==> src/rtl/dram_pkg.sv <==
// Shared types and constants for the dual-port DRAM request front-end.
package dram_pkg;

  typedef enum logic {
    StRun     = 1'b0,
    StRefresh = 1'b1
  } state_e;

  localparam int unsigned DefaultAddrW = 4;
  localparam int unsigned DefaultDataW = 16;

  localparam logic PORT_A = 1'b0;
  localparam logic PORT_B = 1'b1;

endpackage

==> src/rtl/dram_if.sv <==
// One client request/response stream: valid/ready request plus unbuffered read response.
interface dram_if import dram_pkg::*; #(
  parameter int unsigned ADDR_W = DefaultAddrW,
  parameter int unsigned DATA_W = DefaultDataW
) ();

  logic              req_valid;
  logic              req_ready;
  logic              req_we;
  logic [ADDR_W-1:0] req_addr;
  logic [DATA_W-1:0] req_wdata;
  logic              rsp_valid;
  logic [DATA_W-1:0] rsp_rdata;

  modport master (
    output req_valid, req_we, req_addr, req_wdata,
    input  req_ready, rsp_valid, rsp_rdata
  );

  modport slave (
    input  req_valid, req_we, req_addr, req_wdata,
    output req_ready, rsp_valid, rsp_rdata
  );

endinterface

==> src/rtl/dram_refresh_timer.sv <==
// Refresh scheduler: period counter flags the due cycle, burst counter times the REFRESH state.
module dram_refresh_timer import dram_pkg::*; #(
  parameter int unsigned REFRESH_PERIOD = 64,
  parameter int unsigned REFRESH_CYCLES = 2
) (
  input  logic clk,
  input  logic rst,
  output logic refresh_due_o,
  output logic refresh_active_o
);

  localparam int unsigned PerW = $clog2(REFRESH_PERIOD);
  localparam int unsigned BurW = $clog2(REFRESH_CYCLES + 1);
  localparam logic [PerW-1:0] PerReload = PerW'(REFRESH_PERIOD - 1);
  localparam logic [BurW-1:0] BurLast   = BurW'(REFRESH_CYCLES - 1);

  state_e          state_d, state_q;
  logic [PerW-1:0] per_d, per_q;
  logic [BurW-1:0] bur_d, bur_q;

  assign refresh_due_o    = (state_q == StRun) && (per_q == '0);
  assign refresh_active_o = (state_q == StRefresh);

  // The period counter keeps running through REFRESH so refresh starts stay exactly periodic.
  always_comb begin
    state_d = state_q;
    per_d   = per_q - PerW'(1);
    bur_d   = bur_q;
    unique case (state_q)
      StRun: begin
        if (refresh_due_o) begin
          state_d = StRefresh;
          per_d   = PerReload;
          bur_d   = '0;
        end
      end
      StRefresh: begin
        if (bur_q == BurLast) state_d = StRun;
        else                  bur_d   = bur_q + BurW'(1);
      end
    endcase
  end

  always_ff @(posedge clk) begin
    if (rst) begin
      state_q <= StRun;
      per_q   <= PerReload;
      bur_q   <= '0;
    end else begin
      state_q <= state_d;
      per_q   <= per_d;
      bur_q   <= bur_d;
    end
  end

endmodule

==> src/rtl/dram_ctrl.sv <==
// Dual-port DRAM front-end: refresh blocking, same-address round-robin arbitration,
// zero-latency command issue and one-cycle read response flags.
module dram_ctrl import dram_pkg::*; #(
  parameter int unsigned ADDR_W         = DefaultAddrW,
  parameter int unsigned DATA_W         = DefaultDataW,
  parameter int unsigned REFRESH_PERIOD = 64,
  parameter int unsigned REFRESH_CYCLES = 2
) (
  input  logic              clk,
  input  logic              rst,
  dram_if.slave             a,
  dram_if.slave             b,
  output logic              mem_we_a,
  output logic              mem_re_a,
  output logic [ADDR_W-1:0] mem_addr_a,
  output logic [DATA_W-1:0] mem_wdata_a,
  input  logic [DATA_W-1:0] mem_rdata_a,
  output logic              mem_we_b,
  output logic              mem_re_b,
  output logic [ADDR_W-1:0] mem_addr_b,
  output logic [DATA_W-1:0] mem_wdata_b,
  input  logic [DATA_W-1:0] mem_rdata_b,
  output logic              mem_refresh,
  output logic              refresh_active
);

  logic due, in_refresh, blocked, conflict;
  logic ready_a, ready_b, gnt_a, gnt_b;
  logic ptr_d, ptr_q;
  logic rsp_valid_a_d, rsp_valid_a_q, rsp_valid_b_d, rsp_valid_b_q;

  dram_refresh_timer #(
    .REFRESH_PERIOD (REFRESH_PERIOD),
    .REFRESH_CYCLES (REFRESH_CYCLES)
  ) u_timer (
    .clk              (clk),
    .rst              (rst),
    .refresh_due_o    (due),
    .refresh_active_o (in_refresh)
  );

  assign blocked  = rst | due | in_refresh;
  // Read/read to one address is harmless; only a write makes same-address access a conflict.
  assign conflict = a.req_valid & b.req_valid & (a.req_addr == b.req_addr)
                  & (a.req_we | b.req_we);
  assign ready_a  = ~blocked & (~conflict | (ptr_q == PORT_A));
  assign ready_b  = ~blocked & (~conflict | (ptr_q == PORT_B));
  assign gnt_a    = a.req_valid & ready_a;
  assign gnt_b    = b.req_valid & ready_b;

  always_comb begin
    ptr_d = ptr_q;
    if (conflict && !blocked) ptr_d = (ptr_q == PORT_A) ? PORT_B : PORT_A;
    rsp_valid_a_d = gnt_a & ~a.req_we;
    rsp_valid_b_d = gnt_b & ~b.req_we;
  end

  always_ff @(posedge clk) begin
    if (rst) begin
      ptr_q         <= PORT_A;
      rsp_valid_a_q <= 1'b0;
      rsp_valid_b_q <= 1'b0;
    end else begin
      ptr_q         <= ptr_d;
      rsp_valid_a_q <= rsp_valid_a_d;
      rsp_valid_b_q <= rsp_valid_b_d;
    end
  end

  assign a.req_ready = ready_a;
  assign b.req_ready = ready_b;
  // Gating with rst keeps a response from the cycle before reset from leaking out.
  assign a.rsp_valid = rsp_valid_a_q & ~rst;
  assign b.rsp_valid = rsp_valid_b_q & ~rst;
  assign a.rsp_rdata = mem_rdata_a;
  assign b.rsp_rdata = mem_rdata_b;

  assign mem_we_a    = gnt_a & a.req_we;
  assign mem_re_a    = gnt_a & ~a.req_we;
  assign mem_addr_a  = gnt_a ? a.req_addr : '0;
  assign mem_wdata_a = gnt_a ? a.req_wdata : '0;
  assign mem_we_b    = gnt_b & b.req_we;
  assign mem_re_b    = gnt_b & ~b.req_we;
  assign mem_addr_b  = gnt_b ? b.req_addr : '0;
  assign mem_wdata_b = gnt_b ? b.req_wdata : '0;

  assign mem_refresh    = in_refresh & ~rst;
  assign refresh_active = in_refresh & ~rst;

endmodule
==> src/flat_wrapper.sv <==
// flat-port wrapper written by rule: the top's interface ports become plain ports
module dram_ctrl_flat import dram_pkg::*;
#(
  parameter int unsigned ADDR_W         = DefaultAddrW,
  parameter int unsigned DATA_W         = DefaultDataW,
  parameter int unsigned REFRESH_PERIOD = 64,
  parameter int unsigned REFRESH_CYCLES = 2
)
  (clk, rst, mem_we_a, mem_re_a, mem_addr_a, mem_wdata_a, mem_rdata_a, mem_we_b, mem_re_b, mem_addr_b, mem_wdata_b, mem_rdata_b, mem_refresh, refresh_active, a_req_valid, a_req_we, a_req_addr, a_req_wdata, a_req_ready, a_rsp_valid, a_rsp_rdata, b_req_valid, b_req_we, b_req_addr, b_req_wdata, b_req_ready, b_rsp_valid, b_rsp_rdata);
  dram_if #(.ADDR_W(ADDR_W), .DATA_W(DATA_W)) a_i ();
  dram_if #(.ADDR_W(ADDR_W), .DATA_W(DATA_W)) b_i ();
  input  logic clk;
  input  logic rst;
  output logic mem_we_a;
  output logic mem_re_a;
  output logic [ADDR_W-1:0] mem_addr_a;
  output logic [DATA_W-1:0] mem_wdata_a;
  input  logic [DATA_W-1:0] mem_rdata_a;
  output logic mem_we_b;
  output logic mem_re_b;
  output logic [ADDR_W-1:0] mem_addr_b;
  output logic [DATA_W-1:0] mem_wdata_b;
  input  logic [DATA_W-1:0] mem_rdata_b;
  output logic mem_refresh;
  output logic refresh_active;
  input wire logic [$bits(a_i.req_valid)-1:0] a_req_valid;
  input wire logic [$bits(a_i.req_we)-1:0] a_req_we;
  input wire logic [$bits(a_i.req_addr)-1:0] a_req_addr;
  input wire logic [$bits(a_i.req_wdata)-1:0] a_req_wdata;
  output wire logic [$bits(a_i.req_ready)-1:0] a_req_ready;
  output wire logic [$bits(a_i.rsp_valid)-1:0] a_rsp_valid;
  output wire logic [$bits(a_i.rsp_rdata)-1:0] a_rsp_rdata;
  input wire logic [$bits(b_i.req_valid)-1:0] b_req_valid;
  input wire logic [$bits(b_i.req_we)-1:0] b_req_we;
  input wire logic [$bits(b_i.req_addr)-1:0] b_req_addr;
  input wire logic [$bits(b_i.req_wdata)-1:0] b_req_wdata;
  output wire logic [$bits(b_i.req_ready)-1:0] b_req_ready;
  output wire logic [$bits(b_i.rsp_valid)-1:0] b_rsp_valid;
  output wire logic [$bits(b_i.rsp_rdata)-1:0] b_rsp_rdata;
  assign a_i.req_valid = a_req_valid;
  assign a_i.req_we = a_req_we;
  assign a_i.req_addr = a_req_addr;
  assign a_i.req_wdata = a_req_wdata;
  assign a_req_ready = a_i.req_ready;
  assign a_rsp_valid = a_i.rsp_valid;
  assign a_rsp_rdata = a_i.rsp_rdata;
  assign b_i.req_valid = b_req_valid;
  assign b_i.req_we = b_req_we;
  assign b_i.req_addr = b_req_addr;
  assign b_i.req_wdata = b_req_wdata;
  assign b_req_ready = b_i.req_ready;
  assign b_rsp_valid = b_i.rsp_valid;
  assign b_rsp_rdata = b_i.rsp_rdata;
  dram_ctrl #(.ADDR_W(ADDR_W), .DATA_W(DATA_W), .REFRESH_PERIOD(REFRESH_PERIOD), .REFRESH_CYCLES(REFRESH_CYCLES)) u_core (.clk(clk), .rst(rst), .a(a_i), .b(b_i), .mem_we_a(mem_we_a), .mem_re_a(mem_re_a), .mem_addr_a(mem_addr_a), .mem_wdata_a(mem_wdata_a), .mem_rdata_a(mem_rdata_a), .mem_we_b(mem_we_b), .mem_re_b(mem_re_b), .mem_addr_b(mem_addr_b), .mem_wdata_b(mem_wdata_b), .mem_rdata_b(mem_rdata_b), .mem_refresh(mem_refresh), .refresh_active(refresh_active));
endmodule
==> config.mk <==
export PLATFORM = sky130hd
export DESIGN_NAME = dram_ctrl_flat
export DESIGN_NICKNAME = d
export VERILOG_FILES = /design/src/rtl/dram_pkg.sv /design/src/rtl/dram_if.sv /design/src/rtl/dram_refresh_timer.sv /design/src/rtl/dram_ctrl.sv /design/src/flat_wrapper.sv
export SDC_FILE = /design/constraint.sdc
export NUM_CORES = 1
export LEC_CHECK = 0
export CORE_MARGIN = 1
export CORE_UTILIZATION = 27
export DETAILED_ROUTE_END_ITERATION = 8
export GPL_ROUTABILITY_DRIVEN = 0
export PLACE_DENSITY_LB_ADDON = 0.25
export SYNTH_ARGS = -nofsm -noshare
export SYNTH_HDL_FRONTEND = slang
export SYNTH_SLANG_ARGS = --single-unit
==> constraint.sdc <==
create_clock -name clk -period 5.2 [get_ports clk]
set_input_delay 0.52 -clock clk [delete_from_list [all_inputs] [get_ports clk]]
set_output_delay 0.52 -clock clk [all_outputs]
set_load 0.02 [all_outputs]
; ---- After elaboration in Yosys (flattened, before gate mapping)
; Cells that the tools add are included.
[totals]
elab_cells = 56
ff_bits = 12
[op_classes]
n_mux = 13
addsub = 2
reduce_logical = 5
n_eq_ne = 4
n_bitwise = 26
[ops]
columns = operator, n
row1 = 16-bit 2-to-1 mux, 2
row2 = 1-bit bitwise AND, 14
row3 = 6-bit 2-to-1 mux, 2
row4 = 4-bit 2-to-1 mux, 2
row5 = 1-bit inverter, 7
row6 = 6-bit logical NOT, 1
row7 = "6-bit by 1-bit subtractor with 6-bit output, second input constant", 1
row8 = 1-bit OR, 5
row9 = 4-bit == test, 1
row10 = 2-bit 2-to-1 mux, 2
row11 = 2-bit case mux with 2 select lines, 1
row12 = 1-bit 2-to-1 mux, 3
row13 = "2-bit by 1-bit adder with 2-bit output, second input constant", 1
row14 = "2-bit by 1-bit == test with 1-bit output, second input constant", 1
row15 = 1-bit logical AND, 2
row16 = "2-bit by 1-bit != test with 1-bit output, second input constant", 1
row17 = "2-bit != test, second input constant", 1
row18 = 1-bit case mux with 2 select lines, 1
row19 = 2-bit AND reduction, 1
row20 = 1-bit logical NOT, 1

; ---- Depth between registers and ports, before layout
[logic_depth]
word_depth = 8
mapped_depth = 7

; ---- By module
; Synthesis repeated with hierarchy kept, for this count alone.
[hier_totals]
hier_cells = 152
area_unflattened_um2 = 1290.0
[by_module_without_submodules]
columns = module, area_per_inst_um2, cells_each, seq_area_each_um2, n_inst
row1 = dram_ctrl, 903.4, 112, 60.1, 1
row2 = dram_refresh_timer, 386.6, 40, 180.2, 1

; ---- Worst setup path before layout
; Ideal clock, no wire load.
[synth_path]
path_kind = register to output
start = reg u_core.u_timer.per_q[0]
end = out mem_re_a
required_ps = 4680
arrival_ps = 2002
setup_slack_ps = 2678
stages_incl_launch_ff = 7
path_buffers = 0
cell_sequence = dfxtp_1 inv_1 ha_1 nor4b_1 a211oi_1 o31ai_4 nor3b_1
[synth_via]
elab_chain_cells = 8
[synth_rtl]
columns = item, line
row1 = start: declaration, dram_refresh_timer.sv:18  ; logic [PerW-1:0] per_d, per_q;
row2 = start signal: assignment, dram_refresh_timer.sv:47  ; per_q <= PerReload;
row3 = start signal: assignment, dram_refresh_timer.sv:51  ; per_q <= per_d;
row4 = 6-bit logical NOT, dram_refresh_timer.sv:21  ; assign refresh_due_o = (state_q == StRun) && (per_q == '0);
row5 = 1-bit logical AND, dram_refresh_timer.sv:21
row6 = 1-bit OR (2 in series), dram_ctrl.sv:42  ; assign blocked = rst | due | in_refresh;
row7 = 1-bit inverter, dram_ctrl.sv:46  ; assign ready_a = ~blocked & (~conflict | (ptr_q == PORT_A));
row8 = 1-bit bitwise AND, dram_ctrl.sv:46
row9 = 1-bit bitwise AND, dram_ctrl.sv:48  ; assign gnt_a = a.req_valid & ready_a;
row10 = 1-bit bitwise AND, dram_ctrl.sv:79  ; assign mem_re_a = gnt_a & ~a.req_we;
row11 = end: declaration, flat_wrapper.sv:15  ; output logic mem_re_a;
; No other way between the ends.

; ---- Final worst setup path
[layout_path]
start = in b_req_valid
end = out mem_wdata_a[0]
[layout_via]
elab_chain_cells = 8
[layout_rtl]
columns = item, line
row1 = start: declaration, flat_wrapper.sv:33  ; input wire logic [$bits(b_i.req_valid)-1:0] b_req_valid;
row2 = 1-bit bitwise AND (2 in series), dram_ctrl.sv:44  ; assign conflict = a.req_valid & b.req_valid & (a.req_addr == b.req_addr)
row3 = 1-bit bitwise AND, dram_ctrl.sv:45  ; & (a.req_we | b.req_we);
row4 = 1-bit inverter, dram_ctrl.sv:46
row5 = 1-bit OR, dram_ctrl.sv:46
row6 = 1-bit bitwise AND, dram_ctrl.sv:46
row7 = 1-bit bitwise AND, dram_ctrl.sv:48
row8 = 16-bit 2-to-1 mux, dram_ctrl.sv:81  ; assign mem_wdata_a = gnt_a ? a.req_wdata : '0;
row9 = end: declaration, flat_wrapper.sv:17  ; output logic [DATA_W-1:0] mem_wdata_a;
; No other way between the ends.

==> reports/summary.txt <==
Max Cap Viol: 0
EDFF count, synth: 0
initial antenna violation count: 0
total wire length: 3.59 mm
xor/xnor share of the synthesized area: 5.72%
multiplexer area fraction after synthesis: 0%
Synth Area in Compound Gates: 7.56%
Inserted Diodes: 0
slew margin rel.: 38.1%
vias in the first global route: 1171
DR WL/cell: 11.8 um
Bufs on Longest Clock Path: 2
CP required: 4.68 ns
VDD IR-drop max: 0.0000800 V
share of the synthesized area in the top cell type: 20.2%
adder-cell area share of the yosys netlist: 3.06%
final critical-path share of the clock period: 75.7%
first-pass GRT wire length: 5.53 mm
ANT nets after route: 0
hold_sp: u_core.u_timer.per_q[0]
die footprint: 4810 um^2
fmax: 0.254 GHz
CP Class: in2out
Final Max Slew Viols: 0
sequential element share of the synthesized area: 19.6%
Layout Nets: 335
Worst setup SP type: input pin
vias: 1318
dpl hpwl: 2.83 mm
Critical Path Source: b_req_valid
synthesis warning total: 0
Area growth, synth to finish: 65.3%
Crit Path Max Fanout: 24
fill count: 453
count leader, synth: nand2_1
port buffer count: 95
CTS resizes: 0
initial drt markers: 55
Yosys top cell by area: buf_4
TritonCTS clock tree: built
1st-pass router iterations: 4
worst slew pin tran: 0.928 ns
status: finished clean
largest net degree at the start of global routing: 25
Total GRT Usage: 14.1%
top cells by count, synth: nand2_1 (51), nor2_1 (47), buf_4 (33)
area occupied by registers: 240 um^2
final hold vios: 0
IO Count: 160
remaining global-route overflow: 0
syn avg cell area: 6.31 um^2
RR Startpoint: u_core.u_timer.per_q[0]
power density over cell area: 159 nW/um^2
Post-Synthesis Cells: 194
postcts setup bufs: 0
Leak: 0.792 nW
Reg clk slew, reported paths: 0.05 ns
Post-CTS Hold Fix Bufs: 0
Num CTS Buffers: 3
post-synthesis simple-gate area fraction: 38.8%
mapped cell area: 1220 um^2
Yosys reg bits: 12
Die Wd: 69.4 um
initial core utilization: 28.1%
Skew-Pair Late Insertion Delay: 0.24 ns
CTS H-Tree Depth: 1
ys async rst share: 0%
main flop type after synthesis: dfxtp_1
clock skew: 0.00353 ns
worst hold slack: 0.398 ns
Core Rows: 24
clock tree sinks: 12
Critical Path AT: 3.42 ns
Die Y-Extent: 69.4 um
Worst Hold Class: reg2reg
area of the multi-input gates: 676 um^2
Synth area leaders: buf_4 (20%), dfxtp_1 (20%), nand2_1 (16%)
Synthesized Nets: 275
clock root buffer: clkbuf_8
min Tclk post-route: 3.94 ns
via/cell ratio: 4.32
RSZ-0062 raised after global routing: false
Total Power: 0.323 mW
Final setup viols: 0
DRC viols: 0
Final TNS setup: 0 ns
largest family of logic cells by synthesized area: simple AND/OR/NAND/NOR gates
CP Capture Type: output pin
Distinct cells, synth: 27
Core ar.: 4350 um^2
fraction of layout instances using a drive strength above 1: 4.74%
-- registers in the layout (all words and copies together) (netlist names) --
signal / cells
u_core.ptr_q: 1
u_core.rsp_valid_a_q: 1
u_core.rsp_valid_b_q: 1
u_core.u_timer.bur_q: 2
u_core.u_timer.per_q: 6
u_core.u_timer.refresh_active_o: 1
-- through the flow --
| stage | util [%] | cell area, um^2 | setup slack (ns) | cells |
|---|---|---|---|---|
| floorplan | - | 1220 | 2.68 | 194 |
| global placement | 45.2 | 1970 | 1.24 | 301 |
| detailed placement | 45.2 | 1970 | 1.23 | 301 |
| CTS | 46.5 | 2020 | 1.21 | 305 |
| global route | 46.5 | 2020 | 1.04 | 305 |
| finish | 46.5 | 2020 | 1.26 | 305 |
-- where the power goes --
part | switching, mW | total [mW] | internal (mW)
clock network | 0.0350 | 0.102 | 0.0669
registers | 0.00162 | 0.0964 | 0.0948
logic | 0.0575 | 0.125 | 0.0671
-- cell families after synthesis --
family / count (synthesis)
adders and majority gates: 3
and+or+nand+nor: 113
DFF: 12
AOI/OAI and AO/OA: 10
buffers and inverters: 48
xor gates and xnor gates: 8
-- final cells by class --
cell class	count	area share, %
Inverter	6	1.11
Multi-Input combinational cell	134	33.4
Timing Repair Buffer	97	47.7
Tap cell	52	3.21
Clock buffer	4	2.72
Sequential cell	12	11.9
-- path summary, 6_finish.rpt --
check	end	slack, ns	cells past startpoint
max	mem_wdata_a[0]	1.26	7
min	u_core.u_timer.per_q[0]	0.40	1
max reg2reg	u_core.rsp_valid_a_q	3.06	6
min reg2reg	u_core.u_timer.per_q[0]	0.40	1
-- critical path, cell delays in order --
cell,delay [ns]
clkdlybuf4s50_1,0.46
buf_4,0.24
o211ai_1,0.12
or4_4,0.60
o31ai_4,0.77
nor2_1,0.11
clkdlybuf4s50_1,0.59
-- routing by layer --
metal  up-vias  GRT usage [%]  routed length (um)
met2        51           24.9                1840
met1       566           16.0                1440
met5         -              0                   0
met3        13           3.92                 231
li1        688              -                   -
met4         0           4.99                  80
-- placed cells by master (no fill, tap or decap) --
cell type / n
clkdlybuf4s50_1: 95
ha_1: 3
nand2_1: 51
nor2b_1: 3
nor3_1: 1
a21oi_1: 4
and2_1: 1
a211oi_1: 1
xor2_1: 6
nor3b_1: 4
nor4b_1: 1
a31oi_1: 1
or4b_1: 1
inv_1: 4
or4_4: 1
xnor2_1: 2
nand3_1: 1
buf_4: 2
o31ai_4: 2
dfxtp_1: 12
or2_2: 1
clkbuf_8: 4
nor2_1: 47
o211ai_1: 1
inv_2: 2
o41ai_1: 1
nand2b_1: 1
No activity file was read; power rests on OpenSTA's default activity.
==> edit, RTL diff (config.mk and constraints unchanged) <==
Set the package constant `DefaultAddrW` to 3 (it was 4).
--- a/src/rtl/dram_pkg.sv
+++ b/src/rtl/dram_pkg.sv
@@ -7,5 +7,5 @@
   } state_e;
 
-  localparam int unsigned DefaultAddrW = 4;
+  localparam int unsigned DefaultAddrW = 3;
   localparam int unsigned DefaultDataW = 16;
 
Interface: changed (resized a_req_addr, b_req_addr, mem_addr_a and mem_addr_b); port bits go from 160 to 156. The function was not compared with the original's and may differ.
==> edit against the unedited design <==
- largest cell class unchanged
- sequential cell count unchanged
- combinational power fell by 10%
- power fell by 9.8%
- sequential share of layout area rose by 0.99 points
- design area is 7.7% lower
- register-to-register slack better by 0.52 ns
- wire length up 1.3%
- critical endpoint is now mem_addr_b[0]
- global-route usage increased by 0.31 points
- worst setup slack better by 0.19 ns
- synthesized area decreased by 4.8%
==> edit: results (changes against the unedited design) <==
| Metric | Value |
|---|---|
| Status | completed |
| GRT Overall Usage | 14.4% (+0.31 points) |
| Post-synthesis compound-gate area fraction | 7.30% (-0.26 points) |
| Routed length per placed instance | 14.6 um (+24%) |
| Leakage | 0.841 nW (+6.1%) |
| Layout cell share with drive strength beyond 1 | 4.02% (-0.72 points) |
| Slew Limit Headroom | 60.7% (+23 points) |
| Via density per instance | 4.39 (+1.7%) |
| Setup bufs post-CTS | 0 (unchanged) |
| First-pass GRT wire length | 4.95 mm (-10%) |
| Worst-skew pair later-pin latency | 0.24 ns (about the same) |
| Router iterations before antenna repair | 4 (unchanged) |
| Worst Hold Class | flop to flop |
| Cts hold-fix bufs | 0 (unchanged) |
| Slowest CP cell | clkdlybuf4s50_1 |
| Vias in the first global route | 991 (-15%) |
| CTS Buf Count | 3 (unchanged) |
| Synthesized area per cell | 7.93 sq um (+26%) |
| Top Registers | u_core.u_timer.per_q x6, u_core.u_timer.bur_q x2 |
| Seq/Total Area, Yosys | 20.6% (+0.99 points) |
| Most frequent cells after synthesis | 41 x and3_1, 33 x buf_4, 12 x dfxtp_1 |
| Post-synth ARST share | 0% (unchanged) |
| Antenna Cells | 0 (unchanged) |
| PostCTS Resize Cnt | 0 (unchanged) |
| Worst-path maximum fanout | 23 (-4.2%) |
| Synth cell types | 28 (+3.7%) |
| Hpwl dp | 3.00 mm (+5.9%) |
| Slowest cell delay on critical path | 0.84 ns (+0.07 ns) |
| Synth Flop Type | dfxtp_1 |
| Sequential share of power | 33.2% (+3.3 points) |
| Worst vdd ir | 77.7 uV (-2.9%) |
| Root buf cell | clkbuf_8 |
| Final Skew | 0.00153 ns (-0.00201 ns) |
| CP top delay family | buffers and inverters |
| IO buf count | 91 (-4.2%) |
| Post-synthesis xor/xnor area fraction | 4.51% (-1.2 points) |
| Clock transition at path regs | 0.05 ns (about the same) |
| Int Pwr | 0.211 mW (-8.0%) |
| Nets | 280 (-16%) |
| Critical Path AT | 3.22 ns (-0.20 ns) |
| Largest net degree at the start of global routing | 24 (-4.0%) |
| 1st-iter DRT viols | 31 (-44%) |
| Clock Power | 0.0822 mW (-19%) |
| Post-Syn Nets | 226 (-18%) |
| Synth Area in Adders | 3.22% (+0.15 points) |
| Main area contributors after synthesis | and3_1 22%, buf_4 21%, dfxtp_1 21% |
| Fin cells | 249 (-18%) |
| Max clock buf depth | 2 (unchanged) |
| Yosys warns | 0 (unchanged) |
| Mux contribution to synthesized area | 0.966% (+0.97 points) |
| H-tree depth | 1 (unchanged) |
| Initial antenna violation count | 0 (unchanged) |
[edit: changes by cell type after synthesis, sizes merged, moves of 2 or more]
| cell | unedited run | this run |
|---|---|---|
| o211a | 0 | 2 |
| and3b | 0 | 4 |
| xor2 | 6 | 4 |
| nand2 | 51 | 6 |
| nor2 | 47 | 8 |
| o31ai | 2 | 0 |
| nor3b | 4 | 1 |
| and3 | 0 | 41 |
[edit: metal layers]
layer / part of all wire [%] / vias to the layer above / wire length, um / global-route usage [%]
li1: - / 568 / - / -
met3: 8.3 / 4 / 302 / 4.73
met1: 38 / 464 / 1390 / 17.5
met5: 0 / - / 0 / 0
met2: 53 / 58 / 1920 / 24.6
met4: 0.55 / 0 / 20 / 2.13
[edit: layout make-up]
cell class	count	area, sq um
Tap cell	50	62.6
Clock buffer	3	41.3
Multi-Input combinational cell	87	591
Fill cell	416	2220
Timing Repair Buffer	91	911
Inverter	6	22.5
Sequential cell	12	240
[edit: through the flow]
stage,setup WS [ns],hold WS (ns),cell area (sq um),power (mW)
2_1_floorplan,2.85,0.372,1170,0.183
3_3_place_gp,1.48,0.388,1830,0.211
3_5_place_dp,1.46,0.390,1830,0.211
4_1_cts,1.45,0.404,1870,0.295
5_1_grt,1.30,0.420,1870,0.305
6_report,1.46,0.403,1870,0.291
[edit: worst paths after layout]
path,depth (start not counted),slack [ns],startpoint,end
hold / removal,1,0.40,u_core.u_timer.per_q[0]$_SDFF_PP1_,u_core.u_timer.per_q[0]$_SDFF_PP1_
setup reg to reg,5,3.58,u_core.u_timer.per_q[0]$_SDFF_PP1_,u_core.rsp_valid_b_q$_SDFF_PP0_
setup / recovery,6,1.46,b_req_valid,mem_addr_b[0]
hold reg to reg,1,0.40,u_core.u_timer.per_q[0]$_SDFF_PP1_,u_core.u_timer.per_q[0]$_SDFF_PP1_
